$ cat src/rtl/fmdll_fb_div_if.sv
// FMDLL feedback divider configuration handshake.
// Master requests a new N/M; slave answers with ready/err.
interface fmdll_fb_div_if;
  logic [3:0] N;
  logic [1:0] M;
  logic       cfg_valid;
  logic       cfg_ready;
  logic       cfg_err;

  modport master (
    output N, M, cfg_valid,
    input  cfg_ready, cfg_err
  );

  modport slave (
    input  N, M, cfg_valid,
    output cfg_ready, cfg_err
  );
endinterface

$ cat src/rtl/fmdll_fb_div.sv
// FMDLL feedback divider: divides clk_out by N<<M and
// measures clk_out cycles per ref_in period for lock.
module fmdll_fb_div #(
  parameter logic [3:0] N_RST    = 4'd10,
  parameter logic [1:0] M_RST    = 2'd3,
  parameter int         TOL      = 2,
  parameter int         LOCK_CNT = 4
) (
  input  logic          clk_out,
  input  logic          rst_n,
  fmdll_fb_div_if.slave cfg,
  input  logic          ref_in,
  output logic          clk_div,
  output logic          div_tick,
  output logic [7:0]    meas,
  output logic          lock
);

  localparam logic [6:0] D_RST = {3'b000, N_RST} << M_RST;
  localparam int MCW = $clog2(LOCK_CNT + 1);

  logic [6:0] r_d;
  logic [6:0] r_d_new;
  logic [6:0] r_cnt;
  logic       r_clk_div;
  logic       r_pending;
  logic       r_err;

  logic       w_tick;
  logic       w_apply;
  logic       w_req;
  logic       w_accept;
  logic       w_reject;
  logic [6:0] w_d_nxt;
  logic [6:0] w_cnt_nxt;
  logic [7:0] w_half;

  assign w_tick    = (r_cnt == r_d - 7'd1);
  assign w_apply   = r_pending & w_tick;
  assign w_req     = cfg.cfg_valid & ~r_pending;
  assign w_accept  = w_req & (cfg.N != 4'd0);
  assign w_reject  = w_req & (cfg.N == 4'd0);
  assign w_d_nxt   = w_apply ? r_d_new : r_d;
  assign w_cnt_nxt = w_tick ? 7'd0 : r_cnt + 7'd1;
  assign w_half    = ({1'b0, w_d_nxt} + 8'd1) >> 1;

  // clk_div is computed for the next count so it lines up with r_cnt
  always_ff @(posedge clk_out or negedge rst_n) begin
    if (!rst_n) begin
      r_d       <= D_RST;
      r_cnt     <= 7'd0;
      r_clk_div <= 1'b1;
    end else begin
      r_d       <= w_d_nxt;
      r_cnt     <= w_cnt_nxt;
      r_clk_div <= ({1'b0, w_cnt_nxt} < w_half);
    end
  end

  always_ff @(posedge clk_out or negedge rst_n) begin
    if (!rst_n) begin
      r_d_new   <= D_RST;
      r_pending <= 1'b0;
      r_err     <= 1'b0;
    end else begin
      r_err <= w_reject;
      if (w_apply) begin
        r_pending <= 1'b0;
      end else if (w_accept) begin
        r_pending <= 1'b1;
        r_d_new   <= {3'b000, cfg.N} << cfg.M;
      end
    end
  end

  assign cfg.cfg_ready = ~r_pending;
  assign cfg.cfg_err   = r_err;
  assign clk_div       = r_clk_div;
  assign div_tick      = w_tick;

  logic           r_s1;
  logic           r_s2;
  logic           r_s3;
  logic [7:0]     r_mcnt;
  logic [7:0]     r_meas;
  logic           r_first;
  logic [MCW-1:0] r_mc;
  logic           r_lock;

  logic           w_rise;
  logic [7:0]     w_meas_new;
  logic           w_match;
  logic [MCW-1:0] w_mc_inc;

  assign w_rise     = r_s2 & ~r_s3;
  assign w_meas_new = (r_mcnt == 8'hFF) ? 8'hFF : r_mcnt + 8'd1;
  assign w_match    = (w_meas_new != 8'hFF)
                    && ({1'b0, w_meas_new} + 9'(TOL) >= {2'b00, r_d})
                    && ({1'b0, w_meas_new} <= {2'b00, r_d} + 9'(TOL));
  assign w_mc_inc   = (r_mc == MCW'(LOCK_CNT)) ? r_mc : r_mc + 1'b1;

  always_ff @(posedge clk_out or negedge rst_n) begin
    if (!rst_n) begin
      r_s1 <= 1'b0;
      r_s2 <= 1'b0;
      r_s3 <= 1'b0;
    end else begin
      r_s1 <= ref_in;
      r_s2 <= r_s1;
      r_s3 <= r_s2;
    end
  end

  // First edge after reset or apply only restarts the period count
  always_ff @(posedge clk_out or negedge rst_n) begin
    if (!rst_n) begin
      r_mcnt  <= 8'd0;
      r_meas  <= 8'd0;
      r_first <= 1'b1;
      r_mc    <= '0;
      r_lock  <= 1'b0;
    end else begin
      r_mcnt <= w_rise ? 8'd0 : w_meas_new;
      if (w_apply) begin
        r_first <= 1'b1;
        r_mc    <= '0;
        r_lock  <= 1'b0;
      end else if (w_rise) begin
        r_first <= 1'b0;
        if (!r_first) begin
          r_meas <= w_meas_new;
          if (w_match) begin
            r_mc   <= w_mc_inc;
            r_lock <= (w_mc_inc == MCW'(LOCK_CNT));
          end else begin
            r_mc   <= '0;
            r_lock <= 1'b0;
          end
        end
      end
    end
  end

  assign meas = r_meas;
  assign lock = r_lock;

endmodule

$ cat src/flat_wrapper.sv
// flat-port wrapper written by rule: the top's interface ports become plain ports
module fmdll_fb_div_flat 
#(
  parameter logic [3:0] N_RST    = 4'd10,
  parameter logic [1:0] M_RST    = 2'd3,
  parameter int         TOL      = 2,
  parameter int         LOCK_CNT = 4
)
  (clk_out, rst_n, ref_in, clk_div, div_tick, meas, lock, cfg_N, cfg_M, cfg_cfg_valid, cfg_cfg_ready, cfg_cfg_err);
  fmdll_fb_div_if cfg_i ();
  input  logic clk_out;
  input  logic rst_n;
  input  logic ref_in;
  output logic clk_div;
  output logic div_tick;
  output logic [7:0] meas;
  output logic lock;
  input wire logic [$bits(cfg_i.N)-1:0] cfg_N;
  input wire logic [$bits(cfg_i.M)-1:0] cfg_M;
  input wire logic [$bits(cfg_i.cfg_valid)-1:0] cfg_cfg_valid;
  output wire logic [$bits(cfg_i.cfg_ready)-1:0] cfg_cfg_ready;
  output wire logic [$bits(cfg_i.cfg_err)-1:0] cfg_cfg_err;
  assign cfg_i.N = cfg_N;
  assign cfg_i.M = cfg_M;
  assign cfg_i.cfg_valid = cfg_cfg_valid;
  assign cfg_cfg_ready = cfg_i.cfg_ready;
  assign cfg_cfg_err = cfg_i.cfg_err;
  fmdll_fb_div #(.N_RST(N_RST), .M_RST(M_RST), .TOL(TOL), .LOCK_CNT(LOCK_CNT)) u_core (.clk_out(clk_out), .rst_n(rst_n), .cfg(cfg_i), .ref_in(ref_in), .clk_div(clk_div), .div_tick(div_tick), .meas(meas), .lock(lock));
endmodule
$ cat config.mk
export PLATFORM = sky130hd
export DESIGN_NAME = fmdll_fb_div_flat
export DESIGN_NICKNAME = d
export VERILOG_FILES = /design/src/rtl/fmdll_fb_div_if.sv /design/src/rtl/fmdll_fb_div.sv /design/src/flat_wrapper.sv
export SDC_FILE = /design/constraint.sdc
export NUM_CORES = 1
export LEC_CHECK = 0
export BUFFER_PORTS_ARGS = -buffer_cell sky130_fd_sc_hd__buf_2
export CORE_ASPECT_RATIO = 0.75
export CORE_MARGIN = 2
export CORE_UTILIZATION = 40
export CTS_CLUSTER_DIAMETER = 120
export DETAILED_ROUTE_END_ITERATION = 6
export GPL_TIMING_DRIVEN = 0
export PLACE_DENSITY = 0.58
export SETUP_SLACK_MARGIN = 0.02
export SYNTH_ARGS = -nofsm -noshare
export SYNTH_HDL_FRONTEND = slang
export SYNTH_SLANG_ARGS = --single-unit
$ cat constraint.sdc
create_clock -name clk_out -period 5.73 [get_ports clk_out]
set_input_delay 0.8595 -clock clk_out [delete_from_list [all_inputs] [get_ports clk_out]]
set_output_delay 0.8595 -clock clk_out [all_outputs]
set_load 0.005 [all_outputs]
## Word level (Yosys, flattened, before mapping)

Cells that the tools add are included.

| operators by class | value |
|---|---|
| add/subtract/negate cells | 7 |
| $lt $le $gt $ge | 3 |
| equality and inequality tests | 6 |
| shift-type cells | 1 |
| multiplexer cells | 17 |
| bitwise gates (word level) | 9 |
| reduce and logical (&&, ||, !) cells | 9 |

Operator list:

| kind | number |
|---|---|
| $mux W8 | 2 |
| $mux W3 | 5 |
| $mux W7 | 2 |
| $add A8 B2 Y9 const B | 1 |
| $ge A9 B7 Y1 | 1 |
| $le A8 B9 Y1 | 1 |
| $add A7 B1 Y8 const B | 1 |
| $add A7 B2 Y8 const B | 1 |
| $add A8 B1 Y8 const B | 1 |
| $eq A8 B8 Y1 const B | 1 |
| $mux W1 | 8 |
| $ne A8 B8 Y1 const B | 1 |
| $add A7 B1 Y7 const B | 1 |
| $eq A7 B7 Y1 | 1 |
| $lt A7 B7 Y1 | 1 |
| $shl A4 B2 Y7 | 1 |
| $sub A7 B1 Y7 const B | 1 |
| $eq A3 B3 Y1 const B | 2 |
| $and A1 B1 Y1 | 5 |
| $logic_not A4 Y1 | 1 |
| $not A1 Y1 | 4 |
| $reduce_and A2 Y1 | 2 |
| $reduce_bool A2 Y1 | 2 |
| $reduce_bool A4 Y1 | 1 |
| other kinds (4) | 5 |

| storage, ports and cells | value |
|---|---|
| register bits after elaboration | 48 |
| bits of input ports | 10 |
| output and inout port bits | 13 |
| logic and storage cells | 66 |

## Logic depth before layout (Yosys ltp)

| logic depth | value |
|---|---|
| depth in word-level cells | 10 |
| gate-level depth with buffers | 18 |
| depth with buffers taken out | 17 |

## Worst setup path before layout

OpenSTA, ideal clock, no wires.

| path | value |
|---|---|
| kind | register -> register |
| start point | register u_core.r_d[1] |
| end point | register u_core.r_clk_div, in the netlist u_core.clk_div |
| arrival time | 3.510 ns |
| data required time | 5.670 ns |
| setup slack | 2.160 ns |
| cell stages (with the launch flop) | 18 |
| buffers on the path | 0 |
| period minus slack after synthesis | 3.570 ns |
| cells stage by stage | dfrtp_1 > inv_1 > ha_1 > or3b_1 > nor3_2 > xnor2_1 > nor4_4 > nand2_4 > mux2_2 > ha_1 > nand3_1 > or3_1 > a21oi_1 > a21oi_1 > ha_1 > a21o_1 > a21oi_1 > o21a_1 |

| on the way | value |
|---|---|
| cells in the longest elaborated chain, start to end | 6 |

Ends and longest elaborated chain:

| item | line | RTL |
|---|---|---|
| from (decl) | fmdll_fb_div.sv:22 | `logic [6:0] r_d;` |
| from (signal assigned) | fmdll_fb_div.sv:54 | `r_d <= w_d_nxt;` |
| $sub A7 B1 Y7 | fmdll_fb_div.sv:38 | `assign w_tick = (r_cnt == r_d - 7'd1);` |
| $eq A7 B7 Y1 | fmdll_fb_div.sv:38 |  |
| $and A1 B1 Y1 | fmdll_fb_div.sv:39 | `assign w_apply = r_pending & w_tick;` |
| $mux W7 (*) | fmdll_fb_div.sv:43 | `assign w_d_nxt = w_apply ? r_d_new : r_d;` |
| net u_core.w_d_nxt[1] | fmdll_fb_div.sv:34 | `logic [6:0] w_d_nxt;` |
| $add A7 B1 Y8 (*) | fmdll_fb_div.sv:45 | `assign w_half = ({1'b0, w_d_nxt} + 8'd1) >> 1;` |
| $lt A7 B7 Y1 (*) | fmdll_fb_div.sv:56 | `r_clk_div <= ({1'b0, w_cnt_nxt} < w_half);` |
| to (signal assigned) | fmdll_fb_div.sv:56 |  |
| to (decl) | fmdll_fb_div.sv:25 | `logic r_clk_div;` |

Mark *: on every way through the listed nets, which the timed path passes. The rest lies on a longest branch.
A chain may end at the register's enable or synchronous reset.

## Worst setup path in the final report

Ends and elaborated chain as after synthesis.

==> qor.yml <==
finish:
  stdcell_area_um2: 3590
  layout.cells.non_filler: 480
  num-fill-cells: 803
  syn2layout_area_growth_pct: 10.0
  drive_gt1_share_pct: 16.0
  n_antenna_cell: 0
  final_nets: 413
power_and_ir_drop:
  power-per-cell-area_nw_per_um2: 254
  p_int_mw: 0.587
  leakagePower_nw: 1.57
  total_power_mw: 0.913
  power.share.sequential_pct: 41.8
  power_switching_mw: 0.326
  clockPowerShare_pct: 24.5
  p_sw_share_pct: 35.7
  vdd_drop_max_mv: 0.133
  power_frac_comb_pct: 33.7
logic_synthesis:
  synth.top_cell.area_share_pct: 32.2
  synth_top_area_cell: "dfrtp_1"
  synthCells: 347
  seq_area_frac_synth_pct: 37.0
  ys_types: 58
  ys.flop_type: "dfrtp_1"
  synth_async_sr_flop_share_pct: 100
  synth_seq_cells: 48
  synthTopCellsByArea: "dfrtp_1 32%, ha_1 11%, xnor2_1 5.9%"
  yosys_warnings: 0
  synth_nets: 386
  synth_area_um2: 3260
  synth_edf_count: 0
  synth_area_per_cell_um2: 9.41
sta:
  slew_headroom_pct: 27.8
  period_share_pct: 69.7
  slew_violations: 0
  rsz0062_at_grt: "no"
  worstMarginPinSlew_ns: 1.08
  setup_violations: 0
  hold_viol_final: 0
  period_minus_slack_ns: 3.99
  tns_ns: 0
  fin_hold_ws_ns: 0.365
  finClkSkew_ns: 0.0106
  timing.fmax_mhz: 250
cts:
  cts_tree: "done"
  cts.sinks: 48
  cts_hold_buffers: 0
  cts.clk_slew.worst_paths_ns: 0.10
  post_cts_buffers: 0
  cts_resized: 0
  insertion_delay_ns: 0.31
  numCtsBuffers: 5
  htreeDepth: 2
  clock_path_buffers: 2
  cts_root_buffer: "clkbuf_8"
critical_path:
  worst_path_largest_cell_delay_ns: 0.46
  startpoint: "u_core.r_d[1]"
  crit_path_start_kind: "register"
  reg2reg_depth: 17
  critical_path_required_ns: 5.99
  critical_path_arrival_ns: 4.25
  slowest_stage: "dfrtp_1"
  reg2reg_to: "u_core.clk_div"
  path_cells: "inv_1 -> ha_1 -> or3b_1 -> nor3_2 -> xnor2_1 -> nor4_4 -> nand2_4 -> mux2_2 -> ha_1 -> nand3_1 -> or3_1 -> a21oi_1 -> a21oi_1 -> ha_1 -> a21o_1 -> a21oi_1 -> o21a_1"
  rrSetupSlack_ns: 1.74
  crit_fanout: 10
  cp-endpoint: "u_core.clk_div"
  regToRegStartpoint: "u_core.r_d[1]"
  path_class: "register to register"
  end_kind: "register"
detailed_routing:
  vias_per_cell: 5.26
  drtPass1Iterations: 4
  dr.first_iter.drc_count: 83
  ant_nets: 0
  drcViolationCount: 0
  via_count: 2523
  wl_mm: 7.01
  wl_per_cell_um: 14.6
floorplan:
  core_area_um2: 7920
  die_x_um: 108
  ios: 23
  row_count: 28
  fp.dieArea_um2: 8910
  die_h_um: 82.2
  initial_core_util_pct: 41.2
global_routing:
  grt_pass1_wl_mm: 11.7
  use_met3_pct: 2.90
  grt_overflow_total: 0
  gr-usage-met1_pct: 25.7
  track_usage_pct: 17.0
  busiest_layer: "met1"
  grt_pass1_vias: 2308
  use_met2_pct: 25.5
  grt_max_degree: 49
  antenna_found_initial: 0
outcome:
  status: "finished, final reports clean"
placement:
  portBuffers: 20
  place_inst: 472
  place_area_um2: 3500
  routabilityCongestion: 0.889
  dp_hpwl_mm: 5.33
run:
  maxCapViolations: 0
worst_hold_path:
  hp-class: "register to register"
[through the flow]
step                worst slack (ns)  utilization, %
finish                          1.74            45.4
global route                    1.42            45.4
CTS                             1.73            45.4
detailed placement              1.78            44.2
global placement                1.80            44.2
floorplan                       2.16               -
[metal layers]
layer	share of wire, %	vias up
met5	0	-
met4	0.88	0
met3	3.8	5
met2	41	47
met1	54	1198
li1	-	1273
[logic make-up (layout without fill, tap and decap cells)]
kind of cell             Yosys count  in the layout  synth area share, %
flip-flops                        48             48                 37.0
buffers and inverters             37             65                 4.56
AND/OR/NAND/NOR                  118            118                 19.3
multiplexers                      21             21                 7.51
AO/OA/AOI/OAI                     63             63                 12.2
adder cells (fa/ha/maj)           30             30                 11.4
XOR/XNOR                          30             30                 8.05
[registers in the layout, summed over array words and instances, names as in the netlist, 3 cells and up]
name / flops
u_core.meas: 8
u_core.r_mc: 3
u_core.r_cnt: 7
u_core.r_mcnt: 8
u_core.r_d: 7
u_core.r_d_new: 7
[worst max-delay path, delay by kind of cell, from the launching register on]
kind,cells,cell delay (ns)
multiplexers,1,0.27
AO/OA/AOI/OAI,5,0.63
XOR/XNOR,1,0.12
buffers and inverters,1,0.17
AND/OR/NAND/NOR,6,1.53
adder cells (fa/ha/maj),3,0.75
flip-flops,1,0.46
[worst min path at each step]
stage           startpoint           to  slack, ns  depth (start not counted)
3_3_place_gp   u_core.r_s1  u_core.r_s2       0.34                          0
6_report       u_core.r_s1  u_core.r_s2       0.37                          0
3_5_place_dp   u_core.r_s1  u_core.r_s2       0.34                          0
5_1_grt        u_core.r_s1  u_core.r_s2       0.39                          0
4_1_cts        u_core.r_s1  u_core.r_s2       0.37                          0
2_1_floorplan  u_core.r_s1  u_core.r_s2       0.33                          0
[cell usage in the layout, fill, tap and decap left out, types with 5 or more instances in the layout]
master	synthesis	final
dfrtp_1	42	42
ha_1	29	29
buf_2	8	28
nor2_1	26	26
nand2_1	24	24
inv_1	22	22
xnor2_1	22	22
nand3_1	20	20
a21oi_1	19	19
o21ai_0	14	14
mux2_2	11	11
xor2_1	8	8
nand2b_1	8	8
clkbuf_8	0	6
dfstp_2	6	6
nor2b_1	5	5
clkbuf_1	5	5
mux2i_1	5	5
and2_1	5	5
[cells in the mapped netlist (3+ instances only)]
cell type  instances
xnor2_1           22
clkbuf_1           5
nor2_1            26
dfstp_2            6
o21ai_0           14
and3_1             3
nand3_1           20
nor2b_1            5
inv_1             22
nand4_1            4
nor3_1             4
a31oi_1            4
nand2b_1           8
o31ai_1            3
mux2_2            11
ha_1              29
buf_2              8
a21oi_1           19
xor2_1             8
dfrtp_1           42
mux2i_1            5
and2_1             5
mux2_1             3
a21o_1             4
nand2_1           24
[layout make-up]
cell class / count / area, um^2 / share of cell area [%]
timing repair buffer: 20 / 100 / 2.79
multi-input combinational: 262 / 1910 / 53.1
sequential: 48 / 1210 / 33.6
clock buffer: 6 / 82.6 / 2.30
inverter: 23 / 86.3 / 2.40
tap: 105 / 131 / 3.66
clock inverter: 2 / 13.8 / 0.383
buffer: 14 / 62.6 / 1.74
[power groups by stage]
stage               logic (mW)  registers [mW]  clock network (mW)
floorplan                0.219           0.385                   0
global placement         0.295           0.387                   0
detailed placement       0.304           0.388                   0
CTS                      0.308           0.382               0.228
global route             0.349           0.386               0.244
finish                   0.308           0.381               0.224
(Power assumes the default switching activity.)
